==> src/rtl/uart_cmd_decoder_if.sv <==
// Register-bus request/ack and response handshake between the command decoder
// and its downstream consumers (CPU register bus, response formatter).
interface uart_cmd_decoder_if #(
    parameter int AddrWidth = 16
);
    logic                 bus_req_o;
    logic                 bus_we_o;
    logic [AddrWidth-1:0] bus_addr_o;
    logic [31:0]          bus_wdata_o;
    logic                 bus_ack_i;
    logic [31:0]          bus_rdata_i;
    logic                 rsp_valid_o;
    logic                 rsp_ready_i;
    logic                 rsp_read_o;
    logic                 rsp_err_o;
    logic [31:0]          rsp_data_o;

    modport master (
        output bus_req_o, bus_we_o, bus_addr_o, bus_wdata_o,
        input  bus_ack_i, bus_rdata_i,
        output rsp_valid_o, rsp_read_o, rsp_err_o, rsp_data_o,
        input  rsp_ready_i
    );

    modport slave (
        input  bus_req_o, bus_we_o, bus_addr_o, bus_wdata_o,
        output bus_ack_i, bus_rdata_i,
        input  rsp_valid_o, rsp_read_o, rsp_err_o, rsp_data_o,
        output rsp_ready_i
    );
endinterface

==> src/rtl/uart_cmd_decoder.sv <==
// Streaming parser for "rFPGA,<addr>\n" / "wFPGA,<addr>,<data>\n" lines that
// issues one register-bus transaction per line and returns a status word.
module uart_cmd_decoder #(
    parameter int AddrWidth  = 16,
    parameter int AckTimeout = 1024
) (
    input  logic                clk_i,
    input  logic                reset_i,
    input  logic [7:0]          rx_data_i,
    input  logic                rx_valid_i,
    output logic                drop_o,
    uart_cmd_decoder_if.master  cmd
);

    localparam int CntWidth = $clog2(AckTimeout + 1);
    localparam logic [7:0] ChCr    = 8'h0D;
    localparam logic [7:0] ChLf    = 8'h0A;
    localparam logic [7:0] ChComma = 8'h2C;

    typedef enum logic [2:0] {
        IDLE, KEY, ADDR, DATA, DISCARD, EXEC, RESP
    } state_e;

    state_e               state_q, state_d;
    logic [2:0]           key_idx_q, key_idx_d;
    logic [35:0]          acc_q, acc_d;
    logic [3:0]           digits_q, digits_d;
    logic                 ovf_q, ovf_d;
    logic                 we_q, we_d;
    logic                 parsed_q, parsed_d;
    logic [AddrWidth-1:0] addr_q, addr_d;
    logic [31:0]          wdata_q, wdata_d;
    logic [CntWidth-1:0]  cnt_q, cnt_d;
    logic                 rsp_err_q, rsp_err_d;
    logic                 rsp_read_q, rsp_read_d;
    logic [31:0]          rsp_data_q, rsp_data_d;
    logic                 drop_q, drop_d;

    function automatic logic [7:0] key_char(input logic [2:0] idx);
        case (idx)
            3'd0:    return "F";
            3'd1:    return "P";
            3'd2:    return "G";
            3'd3:    return "A";
            default: return ChComma;
        endcase
    endfunction

    logic        is_digit;
    logic        byte_in;
    logic [35:0] acc_next;
    logic        field_ok;
    logic        addr_fits;
    logic        err_resp;

    assign byte_in   = rx_valid_i && (rx_data_i != ChCr);
    assign is_digit  = (rx_data_i >= "0") && (rx_data_i <= "9");
    // Low nibble of an ASCII digit is its value; acc < 2^32 here, so *10+9 fits 36 bits.
    assign acc_next  = (acc_q << 3) + (acc_q << 1) + 36'(rx_data_i[3:0]);
    assign field_ok  = (digits_q != 4'd0) && !ovf_q;
    assign addr_fits = (acc_q >> AddrWidth) == 36'd0;

    // NOTE: every next-state signal gets its hold value first, so no path through the case can infer a latch.
    always_comb begin
        state_d    = state_q;
        key_idx_d  = key_idx_q;
        acc_d      = acc_q;
        digits_d   = digits_q;
        ovf_d      = ovf_q;
        we_d       = we_q;
        parsed_d   = parsed_q;
        addr_d     = addr_q;
        wdata_d    = wdata_q;
        cnt_d      = cnt_q;
        rsp_err_d  = rsp_err_q;
        rsp_read_d = rsp_read_q;
        rsp_data_d = rsp_data_q;
        drop_d     = 1'b0;
        err_resp   = 1'b0;

        case (state_q)
            IDLE: begin
                if (byte_in && rx_data_i != ChLf) begin
                    if (rx_data_i == "r" || rx_data_i == "w") begin
                        state_d   = KEY;
                        we_d      = (rx_data_i == "w");
                        key_idx_d = 3'd0;
                    end else begin
                        state_d = DISCARD;
                    end
                end
            end
            KEY: begin
                if (byte_in) begin
                    if (rx_data_i == key_char(key_idx_q)) begin
                        if (key_idx_q == 3'd4) begin
                            state_d  = ADDR;
                            acc_d    = '0;
                            digits_d = '0;
                            ovf_d    = 1'b0;
                            parsed_d = 1'b1;
                        end else begin
                            key_idx_d = key_idx_q + 3'd1;
                        end
                    end else if (rx_data_i == ChLf) begin
                        err_resp = 1'b1;
                    end else begin
                        state_d = DISCARD;
                    end
                end
            end
            ADDR, DATA: begin
                if (byte_in) begin
                    if (is_digit) begin
                        acc_d    = acc_next;
                        digits_d = (digits_q == 4'hF) ? digits_q : digits_q + 4'd1;
                        ovf_d    = ovf_q || (acc_next[35:32] != 4'd0) || (digits_q >= 4'd10);
                    end else if (state_q == ADDR && rx_data_i == ChComma && we_q
                                 && field_ok && addr_fits) begin
                        addr_d   = acc_q[AddrWidth-1:0];
                        acc_d    = '0;
                        digits_d = '0;
                        state_d  = DATA;
                    end else if (state_q == ADDR && rx_data_i == ChLf && !we_q
                                 && field_ok && addr_fits) begin
                        addr_d  = acc_q[AddrWidth-1:0];
                        cnt_d   = '0;
                        state_d = EXEC;
                    end else if (state_q == DATA && rx_data_i == ChLf && field_ok) begin
                        wdata_d = acc_q[31:0];
                        cnt_d   = '0;
                        state_d = EXEC;
                    end else if (rx_data_i == ChLf) begin
                        err_resp = 1'b1;
                    end else begin
                        state_d = DISCARD;
                    end
                end
            end
            DISCARD: begin
                if (rx_valid_i && rx_data_i == ChLf) begin
                    err_resp = 1'b1;
                end
            end
            EXEC: begin
                drop_d = rx_valid_i;
                cnt_d  = cnt_q + CntWidth'(1);
                // An ack on the timeout edge still completes the transaction.
                if (cmd.bus_ack_i) begin
                    rsp_err_d  = 1'b0;
                    rsp_read_d = !we_q;
                    rsp_data_d = we_q ? 32'd0 : cmd.bus_rdata_i;
                    state_d    = RESP;
                end else if (cnt_q == CntWidth'(AckTimeout - 1)) begin
                    err_resp = 1'b1;
                end
            end
            RESP: begin
                drop_d = rx_valid_i;
                if (cmd.rsp_ready_i) begin
                    state_d  = IDLE;
                    parsed_d = 1'b0;
                end
            end
            default: state_d = IDLE;
        endcase

        // Lines rejected before the address field never report as reads.
        if (err_resp) begin
            rsp_err_d  = 1'b1;
            rsp_read_d = parsed_q && !we_q;
            rsp_data_d = 32'd0;
            state_d    = RESP;
        end
    end

    // NOTE: state registers use non-blocking assignments so every flop samples pre-edge values.
    always_ff @(posedge clk_i or posedge reset_i) begin
        if (reset_i) begin
            state_q    <= IDLE;
            key_idx_q  <= '0;
            acc_q      <= '0;
            digits_q   <= '0;
            ovf_q      <= 1'b0;
            we_q       <= 1'b0;
            parsed_q   <= 1'b0;
            addr_q     <= '0;
            wdata_q    <= '0;
            cnt_q      <= '0;
            rsp_err_q  <= 1'b0;
            rsp_read_q <= 1'b0;
            rsp_data_q <= '0;
            drop_q     <= 1'b0;
        end else begin
            state_q    <= state_d;
            key_idx_q  <= key_idx_d;
            acc_q      <= acc_d;
            digits_q   <= digits_d;
            ovf_q      <= ovf_d;
            we_q       <= we_d;
            parsed_q   <= parsed_d;
            addr_q     <= addr_d;
            wdata_q    <= wdata_d;
            cnt_q      <= cnt_d;
            rsp_err_q  <= rsp_err_d;
            rsp_read_q <= rsp_read_d;
            rsp_data_q <= rsp_data_d;
            drop_q     <= drop_d;
        end
    end

    assign cmd.bus_req_o   = (state_q == EXEC);
    assign cmd.bus_we_o    = we_q;
    assign cmd.bus_addr_o  = addr_q;
    assign cmd.bus_wdata_o = wdata_q;
    assign cmd.rsp_valid_o = (state_q == RESP);
    assign cmd.rsp_read_o  = rsp_read_q;
    assign cmd.rsp_err_o   = rsp_err_q;
    assign cmd.rsp_data_o  = rsp_data_q;
    assign drop_o          = drop_q;

endmodule

==> src/flat_wrapper.sv <==
// flat-port wrapper written by rule: the top's interface ports become plain ports
module uart_cmd_decoder_flat 
#(
    parameter int AddrWidth  = 16,
    parameter int AckTimeout = 1024
)
  (clk_i, reset_i, rx_data_i, rx_valid_i, drop_o, cmd_bus_req_o, cmd_bus_we_o, cmd_bus_addr_o, cmd_bus_wdata_o, cmd_bus_ack_i, cmd_bus_rdata_i, cmd_rsp_valid_o, cmd_rsp_read_o, cmd_rsp_err_o, cmd_rsp_data_o, cmd_rsp_ready_i);
  uart_cmd_decoder_if #(.AddrWidth(AddrWidth)) cmd_i ();
  input  logic clk_i;
  input  logic reset_i;
  input  logic [7:0] rx_data_i;
  input  logic rx_valid_i;
  output logic drop_o;
  output wire logic [$bits(cmd_i.bus_req_o)-1:0] cmd_bus_req_o;
  output wire logic [$bits(cmd_i.bus_we_o)-1:0] cmd_bus_we_o;
  output wire logic [$bits(cmd_i.bus_addr_o)-1:0] cmd_bus_addr_o;
  output wire logic [$bits(cmd_i.bus_wdata_o)-1:0] cmd_bus_wdata_o;
  input wire logic [$bits(cmd_i.bus_ack_i)-1:0] cmd_bus_ack_i;
  input wire logic [$bits(cmd_i.bus_rdata_i)-1:0] cmd_bus_rdata_i;
  output wire logic [$bits(cmd_i.rsp_valid_o)-1:0] cmd_rsp_valid_o;
  output wire logic [$bits(cmd_i.rsp_read_o)-1:0] cmd_rsp_read_o;
  output wire logic [$bits(cmd_i.rsp_err_o)-1:0] cmd_rsp_err_o;
  output wire logic [$bits(cmd_i.rsp_data_o)-1:0] cmd_rsp_data_o;
  input wire logic [$bits(cmd_i.rsp_ready_i)-1:0] cmd_rsp_ready_i;
  assign cmd_bus_req_o = cmd_i.bus_req_o;
  assign cmd_bus_we_o = cmd_i.bus_we_o;
  assign cmd_bus_addr_o = cmd_i.bus_addr_o;
  assign cmd_bus_wdata_o = cmd_i.bus_wdata_o;
  assign cmd_i.bus_ack_i = cmd_bus_ack_i;
  assign cmd_i.bus_rdata_i = cmd_bus_rdata_i;
  assign cmd_rsp_valid_o = cmd_i.rsp_valid_o;
  assign cmd_rsp_read_o = cmd_i.rsp_read_o;
  assign cmd_rsp_err_o = cmd_i.rsp_err_o;
  assign cmd_rsp_data_o = cmd_i.rsp_data_o;
  assign cmd_i.rsp_ready_i = cmd_rsp_ready_i;
  uart_cmd_decoder #(.AddrWidth(AddrWidth), .AckTimeout(AckTimeout)) u_core (.clk_i(clk_i), .reset_i(reset_i), .rx_data_i(rx_data_i), .rx_valid_i(rx_valid_i), .drop_o(drop_o), .cmd(cmd_i));
endmodule
==> config.mk <==
export PLATFORM = sky130hd
export DESIGN_NAME = uart_cmd_decoder_flat
export DESIGN_NICKNAME = d
export VERILOG_FILES = /design/src/rtl/uart_cmd_decoder_if.sv /design/src/rtl/uart_cmd_decoder.sv /design/src/flat_wrapper.sv
export SDC_FILE = /design/constraint.sdc
export NUM_CORES = 1
export LEC_CHECK = 0
export BUFFER_PORTS_ARGS = -buffer_cell sky130_fd_sc_hd__clkbuf_2
export CORE_ASPECT_RATIO = 1.4
export CORE_UTILIZATION = 35
export DETAILED_ROUTE_END_ITERATION = 12
export HOLD_SLACK_MARGIN = 0.1
export SLEW_MARGIN = 10
export SYNTH_ARGS = -nofsm -noshare
export SYNTH_HDL_FRONTEND = slang
export SYNTH_SLANG_ARGS = --single-unit
==> constraint.sdc <==
create_clock -name clk_i -period 10.92 [get_ports clk_i]
set_clock_uncertainty 0.15 [all_clocks]
set_input_delay 1.638 -clock clk_i [delete_from_list [all_inputs] [get_ports clk_i]]
set_output_delay 1.638 -clock clk_i [all_outputs]
set_load 0.01 [all_outputs]
==> results of run 1 <==
[cell usage after synthesis (10+ instances only)]
library cell / instances
nand2b_1: 10
inv_1: 23
a22o_1: 41
o21ai_0: 65
clkbuf_1: 16
nor2_1: 53
ha_1: 75
nand2_1: 86
a21oi_1: 45
mux2_2: 46
a21o_1: 19
nor3_1: 14
dfrtp_1: 143
xor2_1: 14
xnor2_1: 16
nand3_1: 17
[metal layers]
layer / part of all wire / wire [um] / global-route usage
met1: 0.42 / 8530 / 0.194
met2: 0.52 / 10500 / 0.321
met3: 0.047 / 958 / 0.0433
met4: 0.019 / 394 / 0.0614
met5: 0 / 0 / 0
[worst reg2reg max path: cells and delay by family, from the launching register on]
family          cells  cell delay [ps]
compound gates      7             1710
fa+ha+maj           2              950
flops               1              410
xor+xnor            1              180
buf+inv             2              170
[area by class of cell]
class	instances	area, um^2
clock buffer	18	439
clock inverter	14	203
fill	2319	13400
inverter	24	95.1
multi-input combinational	635	4660
sequential	143	3580
tap	306	383
timing repair buffer	133	673
[stage by stage]
stage	total power, W	hold WS [ps]	area, um^2
final	0.00136	341	10000
after global placement	0.000729	314	9380
after global routing	0.00142	363	10000
after detailed placement	0.000731	322	9380
after floorplan	0.000683	297	8430
after CTS	0.00138	345	10000
[sequential cells by signal (all words and copies together) (netlist names)]
signal,cells
u_core.acc_q,36
u_core.cmd.bus_wdata_o,32
u_core.cmd.rsp_data_o,32
u_core.cmd.bus_addr_o,16
u_core.cnt_q,11
u_core.digits_q,4
u_core.key_idx_q,3
u_core.state_q,3
u_core.cmd.bus_we_o,1
u_core.cmd.rsp_err_o,1
u_core.cmd.rsp_read_o,1
u_core.drop_o,1
u_core.ovf_q,1
u_core.parsed_q,1
[kinds of logic after synthesis]
group / share of synthesized area
AO/OA/AOI/OAI: 0.202
AND/OR/NAND/NOR: 0.135
flip-flops: 0.424
adder cells (fa/ha/maj): 0.116
buffers and inverters: 0.0252
multiplexers: 0.0662
XOR/XNOR: 0.0312
[worst paths after layout]
path / end / cells after the start / slack, ps
worst max-delay path: u_core.ovf_q / 13 / 6290
worst min-delay path: u_core.acc_q[35] / 2 / 340
worst max register to register: u_core.ovf_q / 12 / 7210
worst min register to register: u_core.acc_q[35] / 2 / 340
max in group asynchronous: u_core.cmd.bus_wdata_o[27] / 3 / 8150
min in group asynchronous: u_core.cmd.rsp_data_o[11] / 2 / 1180
[report_power, final]
part | leakage [nW] | internal [W] | total, W | switching, W
logic | 2.85 | 0.0000553 | 0.000126 | 0.0000705
clock network | 0.318 | 0.000393 | 0.000639 | 0.000246
registers | 1.93 | 0.000565 | 0.000595 | 0.0000303
total | 5.09 | 0.00101 | 0.00136 | 0.000347
==> results.py, run 1 <==
metrics = {
    "clocking": {
        "clock_latency_ps": 440,
        "cts_max_path_buffers": 2,
        "cts_root_buffer": "clkbuf_16",
        "cts_resized": 0,
        "numCtsBuffers": 17,
        "cts_tree": "yes",
        "clk_pin_slew_worst_paths_ps": 60,
        "holdBufCountCts": 0,
        "cts_setup_buffers": 0,
        "htree_levels": 4,
        "clock-sinks": 143,
    },
    "grt": {
        "antenna_found_initial": 0,
        "grt_pass1_wl_um": 34100,
        "grt.total_usage": 0.174,
        "grt_pass1_vias": 6799,
        "grt_overflow": 0,
        "grt_max_degree": 83,
    },
    "worst_setup_path": {
        "crit_path_top_delay_cell": "fa_1",
        "crit_family": "compound AO/OA/AOI/OAI gates",
        "rr_startpoint": "u_core.acc_q[2]",
        "arrival_ps": 4770,
        "max_stage_delay_ps": 530,
        "path_buf_inv": 3,
        "worstSetupPathType": "primary input to flop",
        "endpoint_kind": "flop",
        "critPathLaunchType": "primary input",
        "required_ps": 11060,
        "crit_chain": "clkbuf_2 -> inv_1 -> fa_1 -> inv_1 -> fa_1 -> a21o_1 -> a221o_1 -> o2111ai_2 -> a31o_2 -> a21oi_1 -> a221o_1 -> xnor2_1 -> o2111ai_1",
        "startpoint": "rx_data_i[3]",
        "path_max_fanout": 4,
    },
    "sta": {
        "hold_viol_final": 0,
        "worst_slew_pin_slew_ps": 1130,
        "finalCriticalPeriod_ps": 4630,
        "tns_ps": 0,
        "max_slew_margin": 0.247,
        "setup_viol": 0,
        "grt_setup_unrepaired": "false",
        "finalMaxSlewViolations": 0,
        "max_freq_ghz": 0.216,
        "fin_crit_sh": 0.424,
        "fin_ws_ps": 6290,
    },
    "drt": {
        "wl_um": 20400,
        "drt-initial-drc-count": 280,
        "drc_errors": 0,
        "vias": 6747,
        "wire_per_inst_um": 16.0,
        "detail_route.first_pass.iterations": 4,
        "antenna_left": 0,
        "routed_via_density": 5.30,
    },
    "power_and_ir_drop": {
        "p_leak_nw": 5.09,
        "ir_worst_vdd_v": 0.000108,
        "power.density_mw_per_mm2": 136,
    },
    "placement": {
        "io_buffers": 130,
        "gp_congestion": 0.838,
        "dp_hpwl_um": 14900,
        "pre_cts_ws_ps": 5850,
        "dp_cells": 1241,
    },
    "floorplan": {
        "rows": 66,
        "fp.coreArea_mm2": 0.0235,
        "die_area_mm2": 0.0247,
        "dieWidth_um": 133,
        "fp.dieH_um": 186,
        "ioPinCount": 131,
        "start_util": 0.360,
    },
    "synth": {
        "async_reset_ff_frac": 1.00,
        "ys_warn_count": 0,
        "syn_area_mm2": 0.00843,
        "syn_nets": 951,
        "yosysTopAreaCellShare": 0.424,
        "syn_inst": 829,
        "seq_area_frac_synth": 0.424,
        "synth_ff_type": "dfrtp_1",
        "synth_cell_types": 74,
        "avgSynthCellArea_um2": 10.2,
        "synth_seq_cells": 143,
        "synth_edf_count": 0,
        "synth_area_leaders": "dfrtp_1 (42%), ha_1 (11%), mux2_2 (6.1%), a22o_1 (4.3%), o21ai_0 (3.9%)",
        "synth_largest_area_cell": "dfrtp_1",
    },
    "run": {
        "drv_cap": 0,
    },
    "layout": {
        "drive_gt1_frac": 0.243,
        "final_cell_mix": "dfrtp_1 (143), clkbuf_2 (130), nand2_1 (86), ha_1 (75), o21ai_0 (65)",
        "stdcell_count": 1273,
        "syn_to_final_growth_pct": 18.9,
        "final_common_cell": "dfrtp_1",
        "utilization": 0.428,
        "antenna-diode-count": 0,
        "nNetsFinal": 1076,
    },
    "status": {
        "status": "complete, no violations",
    },
    "min_path": {
        "min-delay-start": "u_core.acc_q[35]",
        "hold_class": "flop to flop",
    },
}
(Power assumes the default switching activity.)
==> run 2: changes to the inputs <==
==> constraint.sdc (replaced) <==
create_clock -name clk_i -period 3.95 [get_ports clk_i]
set_clock_uncertainty 0.15 [all_clocks]
set_input_delay 0.5925 -clock clk_i [delete_from_list [all_inputs] [get_ports clk_i]]
set_output_delay 0.5925 -clock clk_i [all_outputs]
set_load 0.01 [all_outputs]
==> results.py, run 2 (synthesis gave the netlist of run 1 again) <==
metrics = {
    "power_and_ir_drop": {
        "p_clk_frac": 0.437,
        "p_leak_nw": 5.11,
        "switching_share": 0.261,
        "comb_power_share": 0.098,
        "seqPwrFrac": 0.464,
        "power_w": 0.00354,
        "power.density_mw_per_mm2": 353,
        "ir_worst_vdd_v": 0.000293,
        "switchingPower_w": 0.000924,
        "intPower_w": 0.00262,
    },
    "drt": {
        "route.met2.wl_um": 10500,
        "vias": 6761,
        "m1WireLength_um": 8710,
        "top_layer": "met4",
        "antenna_left": 0,
        "wl_um": 20500,
        "drt-initial-drc-count": 386,
        "wl_met3_um": 842,
        "drc_errors": 0,
        "routed_via_density": 5.27,
        "wire_per_inst_um": 16.0,
        "detail_route.first_pass.iterations": 4,
    },
    "run": {
        "drv_cap": 0,
    },
    "layout": {
        "syn_to_final_growth_pct": 19.1,
        "top_register": "u_core.acc_q",
        "nNetsFinal": 1086,
        "nFillCells": 2284,
        "final-seq-area_mm2": 0.00358,
        "largest_reg_flops": 36,
        "antenna-diode-count": 0,
        "final_common_cell": "dfrtp_1",
        "drive_gt1_frac": 0.250,
        "multi_input_area_mm2": 0.00465,
        "final_cell_mix": "dfrtp_1 (143), clkbuf_2 (130), nand2_1 (86), ha_1 (75), o21ai_0 (65)",
    },
    "grt": {
        "grt_max_degree": 144,
        "grt_overflow": 0,
        "grt.total_usage": 0.178,
        "antenna_found_initial": 0,
        "grt_pass1_vias": 6963,
        "grt_pass1_wl_um": 34800,
    },
    "clocking": {
        "cts_tree": "yes",
        "numCtsBuffers": 17,
        "clk_pin_slew_worst_paths_ps": 60,
        "cts_resized": 0,
        "holdBufCountCts": 0,
        "clock-sinks": 143,
        "cts_setup_buffers": 0,
        "cts_max_path_buffers": 2,
        "cts_root_buffer": "clkbuf_16",
        "clock_latency_ps": 430,
        "htree_levels": 4,
    },
    "worst_setup_path": {
        "arrival_ps": 3810,
        "critPathCapture": "u_core.acc_q[32]",
        "endpoint_kind": "flop",
        "startpoint": "u_core.acc_q[0]",
        "r2r-end": "u_core.acc_q[32]",
        "critPathLaunchType": "flop",
        "rr_startpoint": "u_core.acc_q[0]",
        "reg2reg_depth": 12,
        "ff2ff_setup_slack_ps": 310,
        "path_max_fanout": 3,
        "worstSetupPathType": "flop to flop",
        "required_ps": 4120,
    },
    "floorplan": {
        "fp.coreArea_mm2": 0.0235,
        "die_area_mm2": 0.0247,
        "start_util": 0.360,
        "dieWidth_um": 133,
        "rows": 66,
        "fp.dieH_um": 186,
        "ioPinCount": 131,
    },
    "placement": {
        "io_buffers": 130,
        "gp_congestion": 0.858,
        "dp_hpwl_um": 14900,
    },
    "sta": {
        "finalMaxSlewViolations": 0,
        "tns_ps": 0,
        "worst_slew_pin_slew_ps": 801,
        "finalCriticalPeriod_ps": 3640,
        "hold_viol_final": 0,
        "max_freq_ghz": 0.275,
        "grt_setup_unrepaired": "false",
        "setup_viol": 0,
        "fin_crit_sh": 0.922,
        "max_slew_margin": 0.466,
    },
    "min_path": {
        "hold_class": "primary input to asynchronous set/reset pin",
    },
    "status": {
        "status": "complete, no violations",
    },
}
run 2: critical path, cell delays in order (launching register included):
cell and delay (ps):
dfrtp_1 380, inv_1 90, fa_1 500, inv_1 70, fa_1 450, a21o_1 220, a221o_1 380, o2111ai_2 270
a21oi_1 130, o2111ai_1 320, nand2_1 110, or2_1 220, a32o_1 250
run 2: power by group through the flow:
stage / clock (W) / combinational [W] / sequential (W)
2_1_floorplan: 0 / 0.000223 / 0.00167
3_3_place_gp: 0 / 0.000348 / 0.00167
3_5_place_dp: 0 / 0.000356 / 0.00167
4_1_cts: 0.00159 / 0.000356 / 0.00164
5_1_grt: 0.00166 / 0.000394 / 0.00166
6_report: 0.00155 / 0.000348 / 0.00165
run 2: area by class of cell:
cell class | instances | area share
Clock inverter | 12 | 0.0108
Multi-Input combinational cell | 635 | 0.463
Tap cell | 306 | 0.0381
Timing Repair Buffer | 143 | 0.0770
Inverter | 24 | 0.00934
Sequential cell | 143 | 0.356
Clock buffer | 20 | 0.0455
run 2: per-layer routing:
| metal | up-vias | track usage |
|---|---|---|
| li1 | 3324 | - |
| met1 | 3247 | 0.202 |
| met2 | 160 | 0.325 |
| met3 | 30 | 0.0376 |
| met4 | 0 | 0.0705 |
| met5 | - | 0 |
run 2: how the worst min path moves through the flow:
stage / start / cells past startpoint / endpoint
2_1_floorplan: u_core.acc_q[35] / 2 / u_core.acc_q[35]
3_5_place_dp: u_core.acc_q[35] / 2 / u_core.acc_q[35]
6_report: reset_i / 3 / u_core.cmd.rsp_data_o[7]
4_1_cts: cmd_bus_rdata_i[8] / 2 / u_core.cmd.rsp_data_o[8]
5_1_grt: cmd_bus_rdata_i[8] / 2 / u_core.cmd.rsp_data_o[8]
3_3_place_gp: u_core.acc_q[35] / 2 / u_core.acc_q[35]
run 2: per-stage QoR:
stage	instances	utilization	setup slack, ps	hold WS (ps)	instance area (um^2)
2_1_floorplan	829	-	314	297	8440
3_3_place_gp	1251	0.404	33.2	310	9480
3_5_place_dp	1251	0.404	6.96	320	9480
4_1_cts	1283	0.428	309	203	10000
5_1_grt	1283	0.428	93.6	203	10000
6_report	1283	0.428	308	208	10000
==> run 3: changes to the inputs <==
--- a/config.mk
+++ b/config.mk
@@ -5,10 +5,11 @@
 export SDC_FILE = /design/constraint.sdc
 export NUM_CORES = 1
 export LEC_CHECK = 0
-export BUFFER_PORTS_ARGS = -buffer_cell sky130_fd_sc_hd__clkbuf_2
 export CORE_ASPECT_RATIO = 1.4
+export CORE_MARGIN = 10
 export CORE_UTILIZATION = 35
 export DETAILED_ROUTE_END_ITERATION = 12
+export DONT_BUFFER_PORTS = 1
 export HOLD_SLACK_MARGIN = 0.1
 export SLEW_MARGIN = 10
 export SYNTH_ARGS = -nofsm -noshare
==> results.py, run 3 (synthesis gave the netlist of run 1 again) <==
metrics = {
    "status": {
        "status": "complete, no violations",
    },
    "worst_setup_path": {
        "crit_path_top_delay_cell": "fa_1",
        "path_buf_inv": 3,
        "crit_family": "compound AO/OA/AOI/OAI gates",
        "critPathLaunchType": "flop",
        "max_stage_delay_ps": 480,
        "crit_chain": "inv_1 -> fa_1 -> inv_1 -> fa_1 -> a21o_1 -> a221o_1 -> o2111ai_2 -> a31o_2 -> a21oi_1 -> buf_4 -> a21bo_2 -> xor2_1 -> a22o_1",
        "worstSetupPathType": "flop to flop",
        "path_max_fanout": 3,
        "endpoint_kind": "flop",
        "rr_startpoint": "u_core.acc_q[2]",
        "required_ps": 4120,
        "arrival_ps": 3790,
        "startpoint": "u_core.acc_q[2]",
        "ff2ff_setup_slack_ps": 330,
    },
    "placement": {
        "io_buffers": 0,
        "dp_cells": 1122,
        "pre_cts_ws_ps": 115,
        "gp_congestion": 0.873,
        "dp_hpwl_um": 16000,
        "dpl_cell_area_mm2": 0.00880,
    },
    "clocking": {
        "cts_root_buffer": "clkbuf_16",
        "cts_tree": "yes",
        "clock_latency_ps": 430,
        "clock-sinks": 143,
        "htree_levels": 4,
        "clk_pin_slew_worst_paths_ps": 70,
        "cts_max_path_buffers": 2,
        "cts_setup_buffers": 0,
        "holdBufCountCts": 0,
        "cts_resized": 0,
        "numCtsBuffers": 17,
    },
    "drt": {
        "vias": 6266,
        "wl_um": 21400,
        "routed_via_density": 5.43,
        "wire_per_inst_um": 18.5,
        "drt-initial-drc-count": 299,
        "detail_route.first_pass.iterations": 4,
        "antenna_left": 0,
        "drc_errors": 0,
    },
    "grt": {
        "grt_max_degree": 144,
        "grt_pass1_wl_um": 34800,
        "grt_overflow": 0,
        "grt.total_usage": 0.142,
        "grt_pass1_vias": 6579,
        "antenna_found_initial": 0,
    },
    "floorplan": {
        "fp.dieH_um": 204,
        "dieWidth_um": 151,
        "rows": 67,
        "start_util": 0.354,
        "fp.coreArea_mm2": 0.0238,
        "ioPinCount": 131,
        "die_area_mm2": 0.0308,
    },
    "layout": {
        "nFillCells": 2355,
        "syn_to_final_growth_pct": 11.9,
        "final_common_cell": "dfrtp_1",
        "antenna-diode-count": 0,
        "nNetsFinal": 953,
        "top_register": "u_core.acc_q",
        "stdcell_area_mm2": 0.00944,
        "drive_gt1_frac": 0.133,
        "final_cell_mix": "dfrtp_1 (143), nand2_1 (86), ha_1 (75), o21ai_0 (65), nor2_1 (52)",
        "stdcell_count": 1154,
        "largest_reg_flops": 36,
    },
    "power_and_ir_drop": {
        "power.density_mw_per_mm2": 393,
        "switchingPower_w": 0.000944,
        "seqPwrFrac": 0.452,
        "intPower_w": 0.00276,
        "comb_power_share": 0.070,
        "ir_worst_vdd_v": 0.000311,
        "p_leak_nw": 4.54,
        "switching_share": 0.255,
        "p_clk_frac": 0.478,
    },
    "min_path": {
        "hold_class": "primary input to asynchronous set/reset pin",
    },
    "sta": {
        "finalHoldWorstSlack_ps": 85.1,
        "finalCriticalPeriod_ps": 3620,
        "tns_ps": 0,
        "max_freq_ghz": 0.276,
        "fin_ws_ps": 331,
        "fin_crit_sh": 0.916,
        "grt_setup_unrepaired": "false",
        "worst_slew_pin_slew_ps": 773,
        "finalMaxSlewViolations": 0,
        "hold_viol_final": 0,
        "setup_viol": 0,
        "max_slew_margin": 0.485,
    },
    "run": {
        "drv_cap": 0,
    },
}
run 3: cell types whose count changed in the layout (fill, tap and decap cells not counted):
cell        previous run  this run
clkinvlp_4             3         2
buf_4                 11         9
inv_8                  0         2
clkinv_2               4         2
clkbuf_2             130         0
buf_12                 2         1
inv_6                  4         3
clkbuf_1               1         0
clkinv_4               1         2
clkbuf_8               2         1
bufinv_16              1         4
run 3: power by group through the flow:
stage / Sequential, W / Clock, W / Combinational (W)
floorplan: 0.00167 / 0 / 0.000223
global placement: 0.00170 / 0 / 0.000255
detailed placement: 0.00170 / 0 / 0.000265
CTS: 0.00168 / 0.00182 / 0.000263
global route: 0.00169 / 0.00189 / 0.000304
finish: 0.00168 / 0.00177 / 0.000258
run 3: path summary, 6_finish.rpt:
path	to	cells past startpoint
max in group asynchronous	u_core.cmd.rsp_data_o[14]	2
min	u_core.cmd.bus_addr_o[1]	2
max	u_core.acc_q[30]	13
min in group clk_i	u_core.cmd.rsp_data_o[23]	1
min reg2reg	u_core.acc_q[35]	2
max reg2reg	u_core.acc_q[30]	13
run 3: routing by layer:
metal,global-route usage,part of all wire
met5,0,0
met4,0.0414,0.014
met3,0.0483,0.069
met2,0.245,0.51
met1,0.160,0.40
run 3: area by class of cell:
cell class	instances	area (um^2)	share of cell area
Tap cell	310	388	0.0411
Sequential cell	143	3580	0.379
Inverter	24	93.8	0.00994
Clock inverter	14	204	0.0216
Clock buffer	18	439	0.0465
Timing Repair Buffer	10	87.6	0.00928
Multi-Input combinational cell	635	4650	0.493
run 3: worst reg2reg max path: stages (launching register included):
cell and delay [ps]:
dfrtp_1 380, inv_1 100, fa_1 480, inv_1 70
fa_1 470, a21o_1 210, a221o_1 390, o2111ai_2 280
a31o_2 210, a21oi_1 90, buf_4 160, a21bo_2 190
xor2_1 130, a22o_1 190
run 3: through the flow:
stage	total power, W	util
after global placement	0.00195	0.370
final	0.00371	0.397
after detailed placement	0.00196	0.370
after floorplan	0.00189	-
after CTS	0.00376	0.397
after global routing	0.00389	0.397
